<file path="config.mk">
export PLATFORM = sky130hd
export DESIGN_NAME = multicycle_controller_flat
export DESIGN_NICKNAME = d
export VERILOG_FILES = /design/src/rtl/multicycle_controller_if.sv /design/src/rtl/multicycle_controller.sv /design/src/flat_wrapper.sv
export SDC_FILE = /design/constraint.sdc
export NUM_CORES = 1
export LEC_CHECK = 0
export CAP_MARGIN = 5
export CORE_MARGIN = 10
export CORE_UTILIZATION = 52
export CTS_CLUSTER_DIAMETER = 30
export DETAILED_ROUTE_END_ITERATION = 6
export PLACE_DENSITY = 0.8
export SLEW_MARGIN = 10
export SYNTH_ARGS = -nofsm -noshare
export SYNTH_HDL_FRONTEND = slang
export SYNTH_SLANG_ARGS = --single-unit
export TNS_END_PERCENT = 10
</file>
<file path="constraint.sdc">
create_clock -name clock -period 2.6 [get_ports clock]
set_clock_uncertainty 0.05 [all_clocks]
set_input_delay 0.65 -clock clock [delete_from_list [all_inputs] [get_ports clock]]
set_output_delay 0.65 -clock clock [all_outputs]
set_load 0.01 [all_outputs]
</file>
<file path="src/rtl/multicycle_controller_if.sv">
// Control/status bundle between the multicycle RV32I controller and its datapath.
// The master modport is the controller. The slave modport is the datapath/memory side.
interface multicycle_controller_if #(
  parameter int COUNT_WIDTH = 32
);
  // datapath / memory status into the controller
  logic [6:0]             opcode;
  logic                   zero;
  logic                   mem_ready;

  // controller outputs
  logic                   mem_request;
  logic                   mem_write;
  logic                   adr_select;
  logic                   ir_write;
  logic                   pc_write;
  logic                   reg_write;
  logic [1:0]             alu_select_a;
  logic [1:0]             alu_select_b;
  logic [1:0]             alu_op;
  logic [2:0]             immediate_select;
  logic [1:0]             result_select;
  logic                   fault;
  logic                   instruction_done;
  logic [COUNT_WIDTH-1:0] instruction_count;

  modport master (
    input  opcode, zero, mem_ready,
    output mem_request, mem_write, adr_select, ir_write, pc_write, reg_write,
           alu_select_a, alu_select_b, alu_op, immediate_select, result_select,
           fault, instruction_done, instruction_count
  );

  modport slave (
    output opcode, zero, mem_ready,
    input  mem_request, mem_write, adr_select, ir_write, pc_write, reg_write,
           alu_select_a, alu_select_b, alu_op, immediate_select, result_select,
           fault, instruction_done, instruction_count
  );
endinterface

</file>
<file path="src/rtl/multicycle_controller.sv">
// Multicycle RV32I control FSM: fetch/decode/execute/memory/writeback sequencing for a
// shared-ALU, single-memory datapath. It supports lw, sw, R-type, I-type ALU, beq and jal.
// The memory request handshake has a wait timeout. A sticky FAULT state is reached on
// a timeout or an unknown opcode. A retired-instruction counter is provided.
// Optional feature: define UPPER_IMM_EN to add lui/auipc. Without it, both opcodes fault.
// Control outputs come from a per-state control word. That word is registered from the next
// state. Only the documented Mealy terms combine it with live inputs: ir_write/pc_write
// with mem_ready in FETCH, and pc_write with zero in BEQ. The DECODE immediate select uses
// the freshly loaded opcode. Enables are gated by reset, so they are 0 while reset is held.
module multicycle_controller #(
  parameter int MAX_WAIT    = 15,
  parameter int COUNT_WIDTH = 32
) (
  input  logic                     clock,
  input  logic                     reset,
  multicycle_controller_if.master  bus
);

  localparam logic [6:0] OP_LOAD  = 7'b0000011;
  localparam logic [6:0] OP_STORE = 7'b0100011;
  localparam logic [6:0] OP_R     = 7'b0110011;
  localparam logic [6:0] OP_I     = 7'b0010011;
  localparam logic [6:0] OP_BEQ   = 7'b1100011;
  localparam logic [6:0] OP_JAL   = 7'b1101111;
`ifdef UPPER_IMM_EN
  localparam logic [6:0] OP_LUI   = 7'b0110111;
  localparam logic [6:0] OP_AUIPC = 7'b0010111;
  localparam logic [2:0] IMM_U    = 3'b100;
  localparam logic [1:0] RES_IMM  = 2'b11;
`endif

  localparam logic [2:0] IMM_I    = 3'b000;
  localparam logic [2:0] IMM_S    = 3'b001;
  localparam logic [2:0] IMM_B    = 3'b010;
  localparam logic [2:0] IMM_J    = 3'b011;

  localparam logic [1:0] SEL_A_PC    = 2'b00;
  localparam logic [1:0] SEL_A_OLDPC = 2'b01;
  localparam logic [1:0] SEL_A_RD1   = 2'b10;
  localparam logic [1:0] SEL_B_RD2   = 2'b00;
  localparam logic [1:0] SEL_B_IMM   = 2'b01;
  localparam logic [1:0] SEL_B_FOUR  = 2'b10;
  localparam logic [1:0] ALU_ADD     = 2'b00;
  localparam logic [1:0] ALU_SUB     = 2'b01;
  localparam logic [1:0] ALU_FUNCT   = 2'b10;
  localparam logic [1:0] RES_ALUOUT  = 2'b00;
  localparam logic [1:0] RES_MEM     = 2'b01;
  localparam logic [1:0] RES_ALU     = 2'b10;

  // Wait counter sized to hold MAX_WAIT-1; a MAX_WAIT of 0 disables the timeout.
  localparam int                WAIT_W     = (MAX_WAIT < 2) ? 1 : $clog2(MAX_WAIT + 1);
  localparam logic [WAIT_W-1:0] WAIT_LAST  = WAIT_W'(MAX_WAIT - 1);
  localparam logic [WAIT_W-1:0] WAIT_SAT   = {WAIT_W{1'b1}};
  localparam bit                TIMEOUT_EN = (MAX_WAIT != 0);

  typedef enum logic [3:0] {
    S_FETCH     = 4'd0,
    S_DECODE    = 4'd1,
    S_MEM_ADDR  = 4'd2,
    S_MEM_READ  = 4'd3,
    S_MEM_WB    = 4'd4,
    S_MEM_WRITE = 4'd5,
    S_EXECUTE_R = 4'd6,
    S_EXECUTE_I = 4'd7,
    S_ALU_WB    = 4'd8,
    S_BEQ       = 4'd9,
    S_JAL       = 4'd10,
    S_FAULT     = 4'd11
`ifdef UPPER_IMM_EN
    ,
    S_LUI       = 4'd12,
    S_AUIPC     = 4'd13
`endif
  } state_t;

  // Per-state control word; fetch/branch are combined with live inputs at the outputs.
  typedef struct packed {
    logic       mem_request;
    logic       mem_write;
    logic       adr_select;
    logic       fetch;
    logic       pc_update;
    logic       branch;
    logic       reg_write;
    logic [1:0] alu_select_a;
    logic [1:0] alu_select_b;
    logic [1:0] alu_op;
    logic [2:0] immediate_select;
    logic [1:0] result_select;
  } ctrl_t;

  // Immediate format used while decoding: J for jal, B otherwise (branch target precompute).
  function automatic logic [2:0] decode_imm(input logic [6:0] op);
    logic [2:0] imm;
    if (op == OP_JAL) begin
      imm = IMM_J;
    end else begin
      imm = IMM_B;
    end
    return imm;
  endfunction

  // Control word for a given state; anything not set stays 0.
  function automatic ctrl_t ctrl_for(input state_t s, input logic [6:0] op);
    ctrl_t c;
    c = '0;
    case (s)
      S_FETCH: begin
        c.mem_request   = 1'b1;
        c.fetch         = 1'b1;
        c.alu_select_a  = SEL_A_PC;
        c.alu_select_b  = SEL_B_FOUR;
        c.alu_op        = ALU_ADD;
        c.result_select = RES_ALU;
      end
      S_DECODE: begin
        c.alu_select_a     = SEL_A_OLDPC;
        c.alu_select_b     = SEL_B_IMM;
        c.alu_op           = ALU_ADD;
        c.immediate_select = decode_imm(op);
      end
      S_MEM_ADDR: begin
        c.alu_select_a     = SEL_A_RD1;
        c.alu_select_b     = SEL_B_IMM;
        c.alu_op           = ALU_ADD;
        c.immediate_select = (op == OP_STORE) ? IMM_S : IMM_I;
      end
      S_MEM_READ: begin
        c.mem_request = 1'b1;
        c.adr_select  = 1'b1;
      end
      S_MEM_WB: begin
        c.result_select = RES_MEM;
        c.reg_write     = 1'b1;
      end
      S_MEM_WRITE: begin
        c.mem_request = 1'b1;
        c.mem_write   = 1'b1;
        c.adr_select  = 1'b1;
      end
      S_EXECUTE_R: begin
        c.alu_select_a = SEL_A_RD1;
        c.alu_select_b = SEL_B_RD2;
        c.alu_op       = ALU_FUNCT;
      end
      S_EXECUTE_I: begin
        c.alu_select_a     = SEL_A_RD1;
        c.alu_select_b     = SEL_B_IMM;
        c.alu_op           = ALU_FUNCT;
        c.immediate_select = IMM_I;
      end
      S_ALU_WB: begin
        c.result_select = RES_ALUOUT;
        c.reg_write     = 1'b1;
      end
      S_BEQ: begin
        c.alu_select_a  = SEL_A_RD1;
        c.alu_select_b  = SEL_B_RD2;
        c.alu_op        = ALU_SUB;
        c.result_select = RES_ALUOUT;
        c.branch        = 1'b1;
      end
      S_JAL: begin
        c.alu_select_a  = SEL_A_OLDPC;
        c.alu_select_b  = SEL_B_FOUR;
        c.alu_op        = ALU_ADD;
        c.result_select = RES_ALUOUT;
        c.pc_update     = 1'b1;
      end
`ifdef UPPER_IMM_EN
      S_LUI: begin
        c.immediate_select = IMM_U;
        c.result_select    = RES_IMM;
        c.reg_write        = 1'b1;
      end
      S_AUIPC: begin
        c.alu_select_a     = SEL_A_OLDPC;
        c.alu_select_b     = SEL_B_IMM;
        c.alu_op           = ALU_ADD;
        c.immediate_select = IMM_U;
      end
`endif
      S_FAULT: c = '0;
      default: c = '0;
    endcase
    return c;
  endfunction

  state_t                 state_q;
  state_t                 state_d;
  ctrl_t                  ctrl_q;
  logic [WAIT_W-1:0]      wait_q;
  logic                   fault_q;
  logic                   done_q;
  logic [COUNT_WIDTH-1:0] count_q;

  logic                   req_state_s;
  logic                   wait_full_s;
  logic                   retire_from_s;
  logic                   retire_s;
  logic                   wait_clear_s;
  logic                   wait_inc_s;

  assign req_state_s = (state_q == S_FETCH) || (state_q == S_MEM_READ) ||
                       (state_q == S_MEM_WRITE);
  // The current request cycle is the last one allowed before a timeout.
  assign wait_full_s = TIMEOUT_EN && (wait_q == WAIT_LAST);

  // Next-state decode; ready wins over a timeout in the same cycle.
  always_comb begin
    state_d = state_q;
    case (state_q)
      S_FETCH: begin
        if (bus.mem_ready) begin
          state_d = S_DECODE;
        end else if (wait_full_s) begin
          state_d = S_FAULT;
        end else begin
          state_d = S_FETCH;
        end
      end
      S_DECODE: begin
        case (bus.opcode)
          OP_LOAD, OP_STORE: state_d = S_MEM_ADDR;
          OP_R:              state_d = S_EXECUTE_R;
          OP_I:              state_d = S_EXECUTE_I;
          OP_BEQ:            state_d = S_BEQ;
          OP_JAL:            state_d = S_JAL;
`ifdef UPPER_IMM_EN
          OP_LUI:            state_d = S_LUI;
          OP_AUIPC:          state_d = S_AUIPC;
`endif
          default:           state_d = S_FAULT;
        endcase
      end
      S_MEM_ADDR: begin
        if (bus.opcode == OP_STORE) begin
          state_d = S_MEM_WRITE;
        end else begin
          state_d = S_MEM_READ;
        end
      end
      S_MEM_READ: begin
        if (bus.mem_ready) begin
          state_d = S_MEM_WB;
        end else if (wait_full_s) begin
          state_d = S_FAULT;
        end else begin
          state_d = S_MEM_READ;
        end
      end
      S_MEM_WRITE: begin
        if (bus.mem_ready) begin
          state_d = S_FETCH;
        end else if (wait_full_s) begin
          state_d = S_FAULT;
        end else begin
          state_d = S_MEM_WRITE;
        end
      end
      S_MEM_WB:    state_d = S_FETCH;
      S_EXECUTE_R: state_d = S_ALU_WB;
      S_EXECUTE_I: state_d = S_ALU_WB;
      S_ALU_WB:    state_d = S_FETCH;
      S_BEQ:       state_d = S_FETCH;
      S_JAL:       state_d = S_ALU_WB;
`ifdef UPPER_IMM_EN
      S_LUI:       state_d = S_FETCH;
      S_AUIPC:     state_d = S_ALU_WB;
`endif
      S_FAULT:     state_d = S_FAULT;
      default:     state_d = S_FAULT;
    endcase
  end

  // States whose exit back to FETCH completes an instruction.
  always_comb begin
    case (state_q)
      S_MEM_WB, S_MEM_WRITE, S_ALU_WB, S_BEQ: retire_from_s = 1'b1;
`ifdef UPPER_IMM_EN
      S_LUI:                                  retire_from_s = 1'b1;
`endif
      default:                                retire_from_s = 1'b0;
    endcase
  end

  assign retire_s     = retire_from_s && (state_d == S_FETCH);
  assign wait_clear_s = (state_d != state_q) &&
                        ((state_d == S_FETCH) || (state_d == S_MEM_READ) ||
                         (state_d == S_MEM_WRITE));
  assign wait_inc_s   = req_state_s && !bus.mem_ready && (wait_q != WAIT_SAT);

  // State, control word, wait counter, fault flag and retire bookkeeping.
  always_ff @(posedge clock or negedge reset) begin
    if (!reset) begin
      state_q <= S_FETCH;
      ctrl_q  <= ctrl_for(S_FETCH, 7'b0000000);
      wait_q  <= '0;
      fault_q <= 1'b0;
      done_q  <= 1'b0;
      count_q <= '0;
    end else begin
      state_q <= state_d;
      ctrl_q  <= ctrl_for(state_d, bus.opcode);
      fault_q <= (state_d == S_FAULT);
      done_q  <= retire_s;
      if (retire_s) begin
        count_q <= count_q + COUNT_WIDTH'(1);
      end else begin
        count_q <= count_q;
      end
      if (wait_clear_s) begin
        wait_q <= '0;
      end else if (wait_inc_s) begin
        wait_q <= wait_q + WAIT_W'(1);
      end else begin
        wait_q <= wait_q;
      end
    end
  end

  // Enables are forced low during reset; the Mealy terms use the live ready and zero inputs.
  assign bus.mem_request      = reset & ctrl_q.mem_request;
  assign bus.mem_write        = reset & ctrl_q.mem_write;
  assign bus.ir_write         = reset & ctrl_q.fetch & bus.mem_ready;
  assign bus.pc_write         = reset & (ctrl_q.pc_update |
                                         (ctrl_q.branch & bus.zero) |
                                         (ctrl_q.fetch & bus.mem_ready));
  assign bus.reg_write        = reset & ctrl_q.reg_write;
  assign bus.adr_select       = ctrl_q.adr_select;
  assign bus.alu_select_a     = ctrl_q.alu_select_a;
  assign bus.alu_select_b     = ctrl_q.alu_select_b;
  assign bus.alu_op           = ctrl_q.alu_op;
  // The IR only holds the new opcode once DECODE is reached, so decode its immediate live.
  assign bus.immediate_select = (state_q == S_DECODE) ? decode_imm(bus.opcode)
                                                      : ctrl_q.immediate_select;
  assign bus.result_select    = ctrl_q.result_select;
  assign bus.fault            = fault_q;
  assign bus.instruction_done = done_q;
  assign bus.instruction_count = count_q;

endmodule
</file>
<file path="src/flat_wrapper.sv">
// flat-port wrapper written by rule: the top's interface ports become plain ports
module multicycle_controller_flat 
#(
  parameter int MAX_WAIT    = 15,
  parameter int COUNT_WIDTH = 32
)
  (clock, reset, bus_opcode, bus_zero, bus_mem_ready, bus_mem_request, bus_mem_write, bus_adr_select, bus_ir_write, bus_pc_write, bus_reg_write, bus_alu_select_a, bus_alu_select_b, bus_alu_op, bus_immediate_select, bus_result_select, bus_fault, bus_instruction_done, bus_instruction_count);
  multicycle_controller_if #(.COUNT_WIDTH(COUNT_WIDTH)) bus_i ();
  input  logic clock;
  input  logic reset;
  input wire logic [$bits(bus_i.opcode)-1:0] bus_opcode;
  input wire logic [$bits(bus_i.zero)-1:0] bus_zero;
  input wire logic [$bits(bus_i.mem_ready)-1:0] bus_mem_ready;
  output wire logic [$bits(bus_i.mem_request)-1:0] bus_mem_request;
  output wire logic [$bits(bus_i.mem_write)-1:0] bus_mem_write;
  output wire logic [$bits(bus_i.adr_select)-1:0] bus_adr_select;
  output wire logic [$bits(bus_i.ir_write)-1:0] bus_ir_write;
  output wire logic [$bits(bus_i.pc_write)-1:0] bus_pc_write;
  output wire logic [$bits(bus_i.reg_write)-1:0] bus_reg_write;
  output wire logic [$bits(bus_i.alu_select_a)-1:0] bus_alu_select_a;
  output wire logic [$bits(bus_i.alu_select_b)-1:0] bus_alu_select_b;
  output wire logic [$bits(bus_i.alu_op)-1:0] bus_alu_op;
  output wire logic [$bits(bus_i.immediate_select)-1:0] bus_immediate_select;
  output wire logic [$bits(bus_i.result_select)-1:0] bus_result_select;
  output wire logic [$bits(bus_i.fault)-1:0] bus_fault;
  output wire logic [$bits(bus_i.instruction_done)-1:0] bus_instruction_done;
  output wire logic [$bits(bus_i.instruction_count)-1:0] bus_instruction_count;
  assign bus_i.opcode = bus_opcode;
  assign bus_i.zero = bus_zero;
  assign bus_i.mem_ready = bus_mem_ready;
  assign bus_mem_request = bus_i.mem_request;
  assign bus_mem_write = bus_i.mem_write;
  assign bus_adr_select = bus_i.adr_select;
  assign bus_ir_write = bus_i.ir_write;
  assign bus_pc_write = bus_i.pc_write;
  assign bus_reg_write = bus_i.reg_write;
  assign bus_alu_select_a = bus_i.alu_select_a;
  assign bus_alu_select_b = bus_i.alu_select_b;
  assign bus_alu_op = bus_i.alu_op;
  assign bus_immediate_select = bus_i.immediate_select;
  assign bus_result_select = bus_i.result_select;
  assign bus_fault = bus_i.fault;
  assign bus_instruction_done = bus_i.instruction_done;
  assign bus_instruction_count = bus_i.instruction_count;
  multicycle_controller #(.MAX_WAIT(MAX_WAIT), .COUNT_WIDTH(COUNT_WIDTH)) u_core (.clock(clock), .reset(reset), .bus(bus_i));
endmodule
</file>
==> results.md <==
* IO Count at 62
* H-tree depth at 3
* Vias in the first global route at 2734
* Floorplan die width at 97.99 um
* Clock Sinks at 58
* Initial DRC count at 200
* Fin nets at 426
* Starting density of the core at 0.5342
* Initial antenna violation count at 0
* Syn Inst Count at 312
* Worst vdd ir at 0.8054 mV
* Hold_buf cts at 0
* Commonest non-fill, non-tap cells in the layout: dfrtp_1, clkdlybuf4s50_1, buf_4, nand2_1, xor2_1
* Finished Cell Area at 0.004499 mm^2
* Top FF cell, synth: dfrtp_1
* Crit path time final at 2.807 ns
* WP buf/inv at 4
* DRT Pass-1 Iters at 4
* Post-synth EDFFs at 0
* Setup ws final at -0.2068 ns
* Async SR Flop Fraction at 1.000
* Final Max Slew Viols at 0
* Via count at 2719
* Headroom to the max-slew limit at 0.6586
* Slowest stage delay, CP at 0.47 ns
* Synth Register Bits at 58
* Final worst-path cycle share at 1.080
* Critical path's top delay family: buffers and inverters
* Drt total wl at 8.537 mm
* Synth Warn # at 0
* Critical path startpoint category: input port
* Worst-margin pin slew at 0.5122 ns
* Std-Cell Rows at 28
* Unique masters post-synth at 62
* Power per cell area at 957.5 mW/mm^2
* R2R Setup Slk at -0.03 ns
* Clk buf depth at 2
* Via-to-Cell Ratio at 5.526
* Worst Path Max Fanout at 5
* # port buffers at 60
* Root Buffer: clkbuf_8
* HPWL after DPL at 5.717 mm
* CP arrival at 3.00 ns
* Drt drc at 0
* Max cap viols at 0
* Clock Latency Late Sink at 0.33 ns
* Sequential area share after synthesis at 0.4600
* CP Class: in -> reg
* Syn_nets at 326
* First-pass GRT wire length at 13.57 mm
* Layout fillers at 374
* Post-DP Area at 0.004044 mm^2
* Routability Congestion at 0.8305
* Setup violations, final at 28
* Ordered cell list for the critical path: clkdlybuf4s50_1 -> and4b_1 -> a21oi_1 -> o221a_4 -> inv_2 -> nor2_4 -> nand4_1 -> buf_4 -> clkbuf_16 -> nor4_4 -> xor2_1
* Congestion Overflow GR at 0
* Hold WC Path Type: in -> async
* Mapped cell area at 0.003163 mm^2
* Leakage power at 2.258 nW
* Worst setup EP type: flop
* Status: finished, violations left
* CTS buffer count at 9
* TritonCTS clock tree: yes
* CTS clock-pin slew for the worst setup and hold paths at 0.06 ns
* Slowest CP cell: clkdlybuf4s50_1
* Layout cells sized above 1 at 0.2806
* DIE AREA at 0.009602 mm^2
* Largest net degree at the start of global routing at 41
* Die height at 97.99 um
* Util after Layout at 0.7599
* Number of diodes at 0
* Core footprint at 0.005921 mm^2
* Gr usage total at 0.1660
* Area growth syn-to-layout at 42.25%
* RSZ-0062 raised after global routing: yes
* Maximum clock frequency at 0.3563 GHz
* DR WL/cell at 17.35 um
* Failing checks: negative setup slack
* Final ANT Viol Nets at 0
* Most common cell after layout, fill and taps aside: dfrtp_1
* Mapped Avg Cell Area at 10.14 um^2
* Hold Vio Cnt, Final at 0
* CP required at 2.80 ns
## flip-flops by register name, summed over array words and instances (netlist names)
signal                        cells
u_core.bus.alu_select_a           2
u_core.ctrl_q                     8
u_core.bus.result_select          1
u_core.bus.instruction_count     32
u_core.bus.adr_select             1
u_core.bus.instruction_done       1
u_core.bus.fault                  1
u_core.bus.alu_select_b           2
u_core.state_q                    4
u_core.bus.alu_op                 2
u_core.wait_q                     4
## cell usage after synthesis (all sizes together), types with 4 or more instances
cell / n / area (um^2)
nand2: 27 / 101.4
or3: 5 / 36.28
dfrtp: 55 / 1376
buf: 22 / 147.6
and3: 6 / 37.54
xnor2: 15 / 131.4
nor3: 21 / 130.1
and2: 4 / 25.02
xor2: 23 / 201.4
nor2: 27 / 108.9
nor4: 10 / 118.9
o21ai: 5 / 25.02
nand3: 14 / 70.07
inv: 17 / 63.81
a21oi: 4 / 20.02
nand4: 8 / 50.05
## path summary, 6_finish.rpt
kind                                                               from                                           end  cells past startpoint
max                                                       bus_mem_ready  u_core.bus.instruction_count[21]$_DFFE_PN0P_                     11
min                                                               reset                   u_core.state_q[0]$_DFF_PN0_                      1
max reg2reg                                u_core.wait_q[1]$_DFFE_PN0P_  u_core.bus.instruction_count[21]$_DFFE_PN0P_                     11
min reg2reg                u_core.bus.instruction_count[31]$_DFFE_PN0P_  u_core.bus.instruction_count[31]$_DFFE_PN0P_                      1
max in group asynchronous                                         reset                   u_core.state_q[1]$_DFF_PN0_                      2
min in group clock         u_core.bus.instruction_count[31]$_DFFE_PN0P_  u_core.bus.instruction_count[31]$_DFFE_PN0P_                      1
## power breakdown
| part | switching [mW] | internal, mW |
|---|---|---|
| clock | 0.347 | 0.394 |
| combinational | 1.18 | 1.18 |
| sequential | 0.126 | 1.08 |
| total | 1.66 | 2.65 |
## per-stage QoR
stage / instances / total power [mW] / setup WS (ns) / hold WS (ns) / setup TNS [ns]
2_1_floorplan: 312 / 2.405 / 0.06850 / 0.3044 / 0
3_3_place_gp: 468 / 3.222 / -0.4462 / 0.4054 / -17.00
3_5_place_dp: 468 / 3.278 / -0.5086 / 0.4152 / -19.14
4_1_cts: 485 / 4.061 / -0.1455 / 0.09222 / -1.281
5_1_grt: 492 / 4.580 / -0.2859 / 0.09461 / -4.645
6_report: 492 / 4.308 / -0.2068 / 0.1057 / -2.347
## worst register-to-register path: cells and delay by family, from the launching register on
kind                       cells  cell delay (ns)
DFF                            1             0.41
buffers and inverters          3             0.44
and+or+nand+nor                4             0.84
adders and majority gates      1             0.20
AOI/OAI and AO/OA              2             0.41
xor gates and xnor gates       1             0.20
## area by class of cell
class	count	area, um^2	share of cell area
clock buffers	13	158.9	0.03532
clock inverters	3	15.01	0.003337
inverters	17	63.81	0.01418
multi-input cells	214	1658	0.3685
flip-flops and latches	58	1458	0.3240
well taps	75	93.84	0.02086
repair buffers	112	1052	0.2339
## layer usage
layer,global-route usage,share of wire
met1,0.2013,0.42
met2,0.2716,0.50
met3,0.04581,0.056
met4,0.06711,0.019
met5,0,0
## what timing repair did
action,4_1_cts,5_1_grt
pin swaps,3,11
setup endpoints to repair,45,43
gates cloned,0,2
buffers inserted,1,5
resized for setup,12,31
## cell families after synthesis
logic type / count (synthesis) / share of synthesized area
adder cells (fa/ha/maj): 3 / 0.01187
AND/OR/NAND/NOR: 138 / 0.2615
AO/OA/AOI/OAI: 32 / 0.08545
flip-flops: 58 / 0.4600
buffers and inverters: 40 / 0.06803
XOR/XNOR: 38 / 0.1052
other: 1 / 0.001186
multiplexers: 2 / 0.006725
No activity file was read; power rests on OpenSTA's default activity.
